File: src/rtl/dm_arbiter.sv
// rtl/dm_arbiter.sv - CPU/loader memory port arbiter; define DM_ARB_RR_EN for round-robin on contested cycles
module dm_arbiter (
  input  logic        CLK,
  input  logic        RST,
  input  logic        C_REQ,
  input  logic        C_WE,
  input  logic [31:0] C_ADR,
  input  logic [31:0] C_WDATA,
  input  logic        L_REQ,
  input  logic        L_WE,
  input  logic [31:0] L_ADR,
  input  logic [31:0] L_WDATA,
  input  logic        L_LOCK,
  output logic        C_GNT,
  output logic        C_RVALID,
  output logic [31:0] C_RDATA,
  output logic        C_ERR,
  output logic        CPU_STALL,
  output logic        L_GNT,
  output logic        L_RVALID,
  output logic [31:0] L_RDATA,
  output logic        L_ERR,
  output logic        M_WE,
  output logic [31:0] M_ADR,
  output logic [31:0] M_WDATA,
  input  logic [31:0] M_RDATA
);

  typedef enum logic [1:0] {
    OWN_NONE = 2'd0,
    OWN_CPU  = 2'd1,
    OWN_LDR  = 2'd2
  } own_t;

  own_t        state;
  own_t        state_nxt;
  logic        c_win;
  logic        l_win;
  logic        cpu_first;
  logic        misaligned;
  logic        win_we;
  logic [31:0] win_adr;
  logic [31:0] win_wdata;
  logic        c_rd_pend;
  logic        l_rd_pend;
  logic        c_err_pend;
  logic        l_err_pend;

`ifdef DM_ARB_RR_EN
  logic prefer_cpu;

  // Remember the loser of the last contested cycle so it wins the next one
  always_ff @(posedge CLK) begin
    if (RST) begin
      prefer_cpu <= 1'b1;
    end else if (C_REQ && L_REQ) begin
      prefer_cpu <= l_win;
    end
  end

  assign cpu_first = prefer_cpu;
`else
  assign cpu_first = 1'b1;
`endif

  // Ownership state register
  always_ff @(posedge CLK) begin
    if (RST) begin
      state <= OWN_NONE;
    end else begin
      state <= state_nxt;
    end
  end

  // Next ownership is simply whoever won this cycle
  always_comb begin
    state_nxt = OWN_NONE;
    if (l_win) begin
      state_nxt = OWN_LDR;
    end else if (c_win) begin
      state_nxt = OWN_CPU;
    end
  end

  // Grant decision and memory-side mux; a locked loader keeps the port
  always_comb begin
    c_win     = 1'b0;
    l_win     = 1'b0;
    win_we    = 1'b0;
    win_adr   = 32'd0;
    win_wdata = 32'd0;
    if (!RST) begin
      if (state == OWN_LDR && L_LOCK && L_REQ) begin
        l_win = 1'b1;
      end else if (C_REQ && L_REQ) begin
        c_win = cpu_first;
        l_win = !cpu_first;
      end else if (C_REQ) begin
        c_win = 1'b1;
      end else if (L_REQ) begin
        l_win = 1'b1;
      end
    end
    if (c_win) begin
      win_we    = C_WE;
      win_adr   = C_ADR;
      win_wdata = C_WDATA;
    end else if (l_win) begin
      win_we    = L_WE;
      win_adr   = L_ADR;
      win_wdata = L_WDATA;
    end
    misaligned = (c_win || l_win) && (win_adr[1:0] != 2'b00);
    M_WE       = win_we && !misaligned;
    M_ADR      = win_adr;
    M_WDATA    = win_wdata;
    C_GNT      = c_win;
    L_GNT      = l_win;
    CPU_STALL  = C_REQ && !c_win;
  end

  // Track granted reads and misaligned accesses for the following cycle
  always_ff @(posedge CLK) begin
    if (RST) begin
      c_rd_pend  <= 1'b0;
      l_rd_pend  <= 1'b0;
      c_err_pend <= 1'b0;
      l_err_pend <= 1'b0;
    end else begin
      c_rd_pend  <= c_win && !C_WE && !misaligned;
      l_rd_pend  <= l_win && !L_WE && !misaligned;
      c_err_pend <= c_win && misaligned;
      l_err_pend <= l_win && misaligned;
    end
  end

  // Responses; a reset cycle swallows whatever was issued just before it
  always_comb begin
    C_RVALID = c_rd_pend && !RST;
    L_RVALID = l_rd_pend && !RST;
    C_ERR    = c_err_pend && !RST;
    L_ERR    = l_err_pend && !RST;
    C_RDATA  = C_RVALID ? M_RDATA : 32'd0;
    L_RDATA  = L_RVALID ? M_RDATA : 32'd0;
  end

endmodule

File: config.mk
export PLATFORM = sky130hd
export DESIGN_NAME = dm_arbiter
export DESIGN_NICKNAME = d
export VERILOG_FILES = /design/src/rtl/dm_arbiter.sv
export SDC_FILE = /design/constraint.sdc
export NUM_CORES = 1
export LEC_CHECK = 0
export CORE_AREA = 2 2 117 119
export DETAILED_ROUTE_END_ITERATION = 8
export DIE_AREA = 0 0 119 121
export PLACE_DENSITY = 0.53
export SYNTH_ARGS = -nofsm -noshare
export SYNTH_HDL_FRONTEND = slang
export SYNTH_SLANG_ARGS = --single-unit
File: constraint.sdc
create_clock -name CLK -period 1.7 [get_ports CLK]
set_input_delay 0.17 -clock CLK [delete_from_list [all_inputs] [get_ports CLK]]
set_output_delay 0.17 -clock CLK [all_outputs]
set_load 0.03 [all_outputs]
* Yosys cells after proc, flatten, opt, wreduce, memory -nomap -nowiden
Cells that the tools add are included.
** Cells by class
- Equality and inequality tests :: 1
- Mux-type cells :: 19
- Reduce and logical (&&, ||, !) cells :: 24
** Operators with widths (number)
- 32-bit 2-to-1 mux :: 6
- 1-bit logical AND :: 16
- 1-bit 2-to-1 mux :: 12
- 1-bit logical NOT :: 5
- 2-bit == test (second input constant) :: 1
- 2-bit 2-to-1 mux :: 1
- 2-bit nonzero test :: 1
- 2-bit OR reduction :: 1
- 1-bit logical OR :: 1
** Word-level totals
- Register bits after elaboration :: 6
- Output and inout port bits :: 136

* Logic depth before layout (Yosys ltp)
- Word-level depth :: 11
- Gate-level depth with buffers :: 5

* Worst setup path before layout
Ideal clock, no wire load.
- Kind :: reg2out
- Start point :: register state[0]
- End point :: output M_WE
- Cell stages (with the launch flop) :: 4
- Arrival time :: 2271 ps
- Path slack :: -741 ps
- Path buffers :: 0
- Cells stage by stage :: dfxtp_1 -> nand3b_1 -> a21o_1 -> a2111oi_0
** On the way
- Longest elaborated chain between the ends :: 11
** Ends and longest elaborated chain
- from (decl) :: line 35 : own_t state;
- from (signal assigned) :: line 71 : state <= state_nxt;
- 2-bit == test * :: line 93 : if (state == OWN_LDR && L_LOCK && L_REQ) begin
- 1-bit logical AND * (2 in series) :: line 93
- 1-bit 2-to-1 mux :: line 93
- 1-bit 2-to-1 mux :: line 92 : if (!RST) begin
- 32-bit 2-to-1 mux :: line 108 : end else if (l_win) begin
- 32-bit 2-to-1 mux :: line 104 : if (c_win) begin
- 2-bit nonzero test :: line 113 : misaligned = (c_win || l_win) && (win_adr[1:0] != 2'b00);
- 1-bit logical AND :: line 113
- 1-bit logical NOT :: line 114 : M_WE = win_we && !misaligned;
- 1-bit logical AND * :: line 114
- to (decl) :: line 23 : output logic M_WE,
Mark *: on every way between the ends. The rest lies on a longest branch, timed or not.

* Worst setup path after layout
Ends and elaborated chain as after synthesis.

==> flow_summary.ini <==
[outcome]
status = finished, violations left
violations = negative setup slack

[synthesis]
synth_cell_types = 25
ys_warn_count = 0
syn_avg_cell_area_um2 = 7.66
syn-cell-area_mm2 = 0.00137
ys_seq_elements = 6
syn-num-nets = 346
syn_inst = 179
yosysSeqAreaShare_pct = 8.76

[pwr]
finalPower_mw = 1.79
p_clk_share_pct = 21.5
p_seq_share_pct = 8.3
switching_share_pct = 33.3
p_sw_mw = 0.595
vdd_drop_max_v = 0.000226
leakage_nw = 2.34
p_int_mw = 1.19
power_density_mw_per_mm2 = 342
comb_power_share_pct = 70.1

[die]
fp.dieW_um = 119
io_pins = 303
initial_core_util_pct = 10.5
rows = 42
core_mm2 = 0.0131
dieArea_mm2 = 0.0144
die_h_um = 121

[timing]
fmaxAchievable_mhz = 538
rsz0062_at_grt = true
drv_slew = 0
finalCritPeriodShare_pct = 109
fin_worst_hold_slack_ns = 0.455
finalHoldViolCount = 0
fin_ws_ns = -0.159
fin_setup_tns_ns = -6.18
clock_skew_ns = 0.00494
fin_crit_ns = 1.86
worst_pin_slew_ns = 0.241
setup_violations = 65
max-slew-margin-rel_pct = 83.8

[finish]
area_growth_pct = 282
final_nets = 673
drive_above_1_share_pct = 38.9
diodes = 0

[worst_hold_path]
hp-class = in2reg
hp-start = C_REQ
hold_path_depth = 3
hold_end = state[1]

[setup_path]
cpPeakStageDelay_ns = 0.30
cp_slowest_cell = dfxtp_2
cp-start-kind = register
crit_cells = 6
rrSetupSlack_ns = 0.18
path_max_fanout = 3
critPathTopFamily = compound AO/OA/AOI/OAI gates
critPathBufInv = 3
reg2regPathDepth = 6
worstPathCellList = nand3b_1 > buf_4 > a21o_1 > a2111oi_4 > buf_4 > buf_12
worst_ep_required_time_ns = 1.53
crit_top_cell = buf_4
crit_type = reg2out
reg2reg_from = state[0]
critPathCaptureType = output pin
reg2reg_to = c_rd_pend
cp_data_arrival_time_ns = 1.69

[placement]
gp_congestion = 0.729
placement.io_buffers = 302
dp_hpwl_um = 8790

[routing]
vias_per_cell = 4.10
drt-initial-drc-count = 59
wire_per_inst_um = 17.2
detail_route.first_pass.iterations = 5
ant_nets = 0
wl_um = 11700
drcViolationCount = 0
vias = 2791

[clock_network]
cts_sinks = 6
clkLatencyLatePin_ns = 0.23
holdBufCountCts = 0
clockBufferDepth = 2
cts_root_buf = clkbuf_16
htree_levels = 1
cts_buffers = 3
cts.clk_slew.worst_paths_ns = 0.04
tritoncts = built

[global_routing]
grt_max_degree = 34
grt_pass1_vias = 2933
track_usage_pct = 14.8
grt_antenna_before_repair = 0
grt_pass1_wl_um = 16400
gr-total-overflow = 0

[run]
max_cap_viol_count = 0
-- synthesized netlist by cell type (all sizes together) --
library cell / instances / area share [%]
clkbuf: 7 / 2.0
a21oi: 3 / 1.4
and2: 64 / 29
buf: 14 / 6.2
nand2: 1 / 0.27
and4b: 1 / 1.0
nor2b: 5 / 2.3
nor3b: 2 / 1.5
a2111oi: 1 / 0.64
nor2: 1 / 0.27
a22o: 64 / 41
nand2b: 1 / 0.46
nor4b: 2 / 1.7
dfxtp: 6 / 8.8
o21ai: 2 / 0.73
a21o: 1 / 0.55
nand3b: 2 / 1.1
o21a: 2 / 1.1
-- logic make-up (layout without fill, tap and decap cells) --
| kind of cell | count (synthesis) | count (layout) | synth area share, % |
|---|---|---|---|
| AO/OA/AOI/OAI | 73 | 73 | 45.3 |
| flip-flops | 6 | 6 | 8.76 |
| buffers and inverters | 21 | 346 | 8.21 |
| AND/OR/NAND/NOR | 79 | 79 | 37.8 |
-- tightest hold or removal path, cell delays in order --
cell           delay [ns]
dlygate4sd2_1        0.25
buf_6                0.15
a21oi_1              0.07
-- placed cells by master (no fill, tap or decap), types with 5 or more instances in the layout --
master	instances
buf_4	85
a22o_1	59
buf_12	12
buf_16	5
clkbuf_16	7
buf_6	67
clkdlybuf4s50_1	162
a22o_4	5
and2_1	64
-- per-stage QoR --
stage | worst slack (ns) | instances | instance area (um2) | util (%)
6_report | -0.159 | 680 | 5240 | 40.0
5_1_grt | -0.227 | 680 | 5240 | 40.0
4_1_cts | -0.194 | 676 | 5110 | 39.1
3_5_place_dp | -0.232 | 654 | 4430 | 33.9
3_3_place_gp | -0.196 | 654 | 4430 | 33.9
2_1_floorplan | 0.0382 | 179 | 1380 | -
-- registers in the layout, summed over array words and instances (netlist names) --
| register | flops |
|---|---|
| state | 2 |
| c_err_pend | 1 |
| c_rd_pend | 1 |
| l_err_pend | 1 |
| l_rd_pend | 1 |
-- per-layer routing --
metal / vias up / track usage, % / wire length, um
met4: 0 / 2.16 / 69
li1: 1331 / - / -
met3: 6 / 3.67 / 1060
met1: 1274 / 15.8 / 4340
met2: 180 / 29.4 / 6230
met5: - / 0 / 0
-- what timing repair did --
action | in CTS | in global routing
gates resized for setup | 87 | 12
cloned | 8 | 6
setup endpoints to repair | 103 | 67
buffers inserted | 12 | 2
pin swaps | 12 | 21
-- power groups by stage --
stage               Clock [mW]  Sequential (mW)  Combinational, mW
global route             0.404            0.149               1.32
floorplan                    0            0.150              0.398
global placement             0            0.150               1.05
detailed placement           0            0.150               1.05
CTS                      0.391            0.148               1.23
finish                   0.385            0.149               1.25
-- worst max path at each step --
| stage | from | endpoint | slack, ns |
|---|---|---|---|
| 3_3_place_gp | L_REQ | M_ADR[0] | -0.20 |
| 3_5_place_dp | L_LOCK | M_WE | -0.23 |
| 5_1_grt | state[0] | M_WE | -0.23 |
| 4_1_cts | state[1] | M_WE | -0.19 |
| 6_report | state[0] | M_WE | -0.16 |
| 2_1_floorplan | state[0] | M_WE | 0.04 |
-- final cells by class --
cell class | instances | area (um2)
repair buffers | 343 | 3590
multi-input cells | 152 | 1230
clock buffers | 3 | 75.1
fillers | 1303 | 7850
well taps | 176 | 220
flip-flops and latches | 6 | 123
Power figures use the tool's default switching activity.
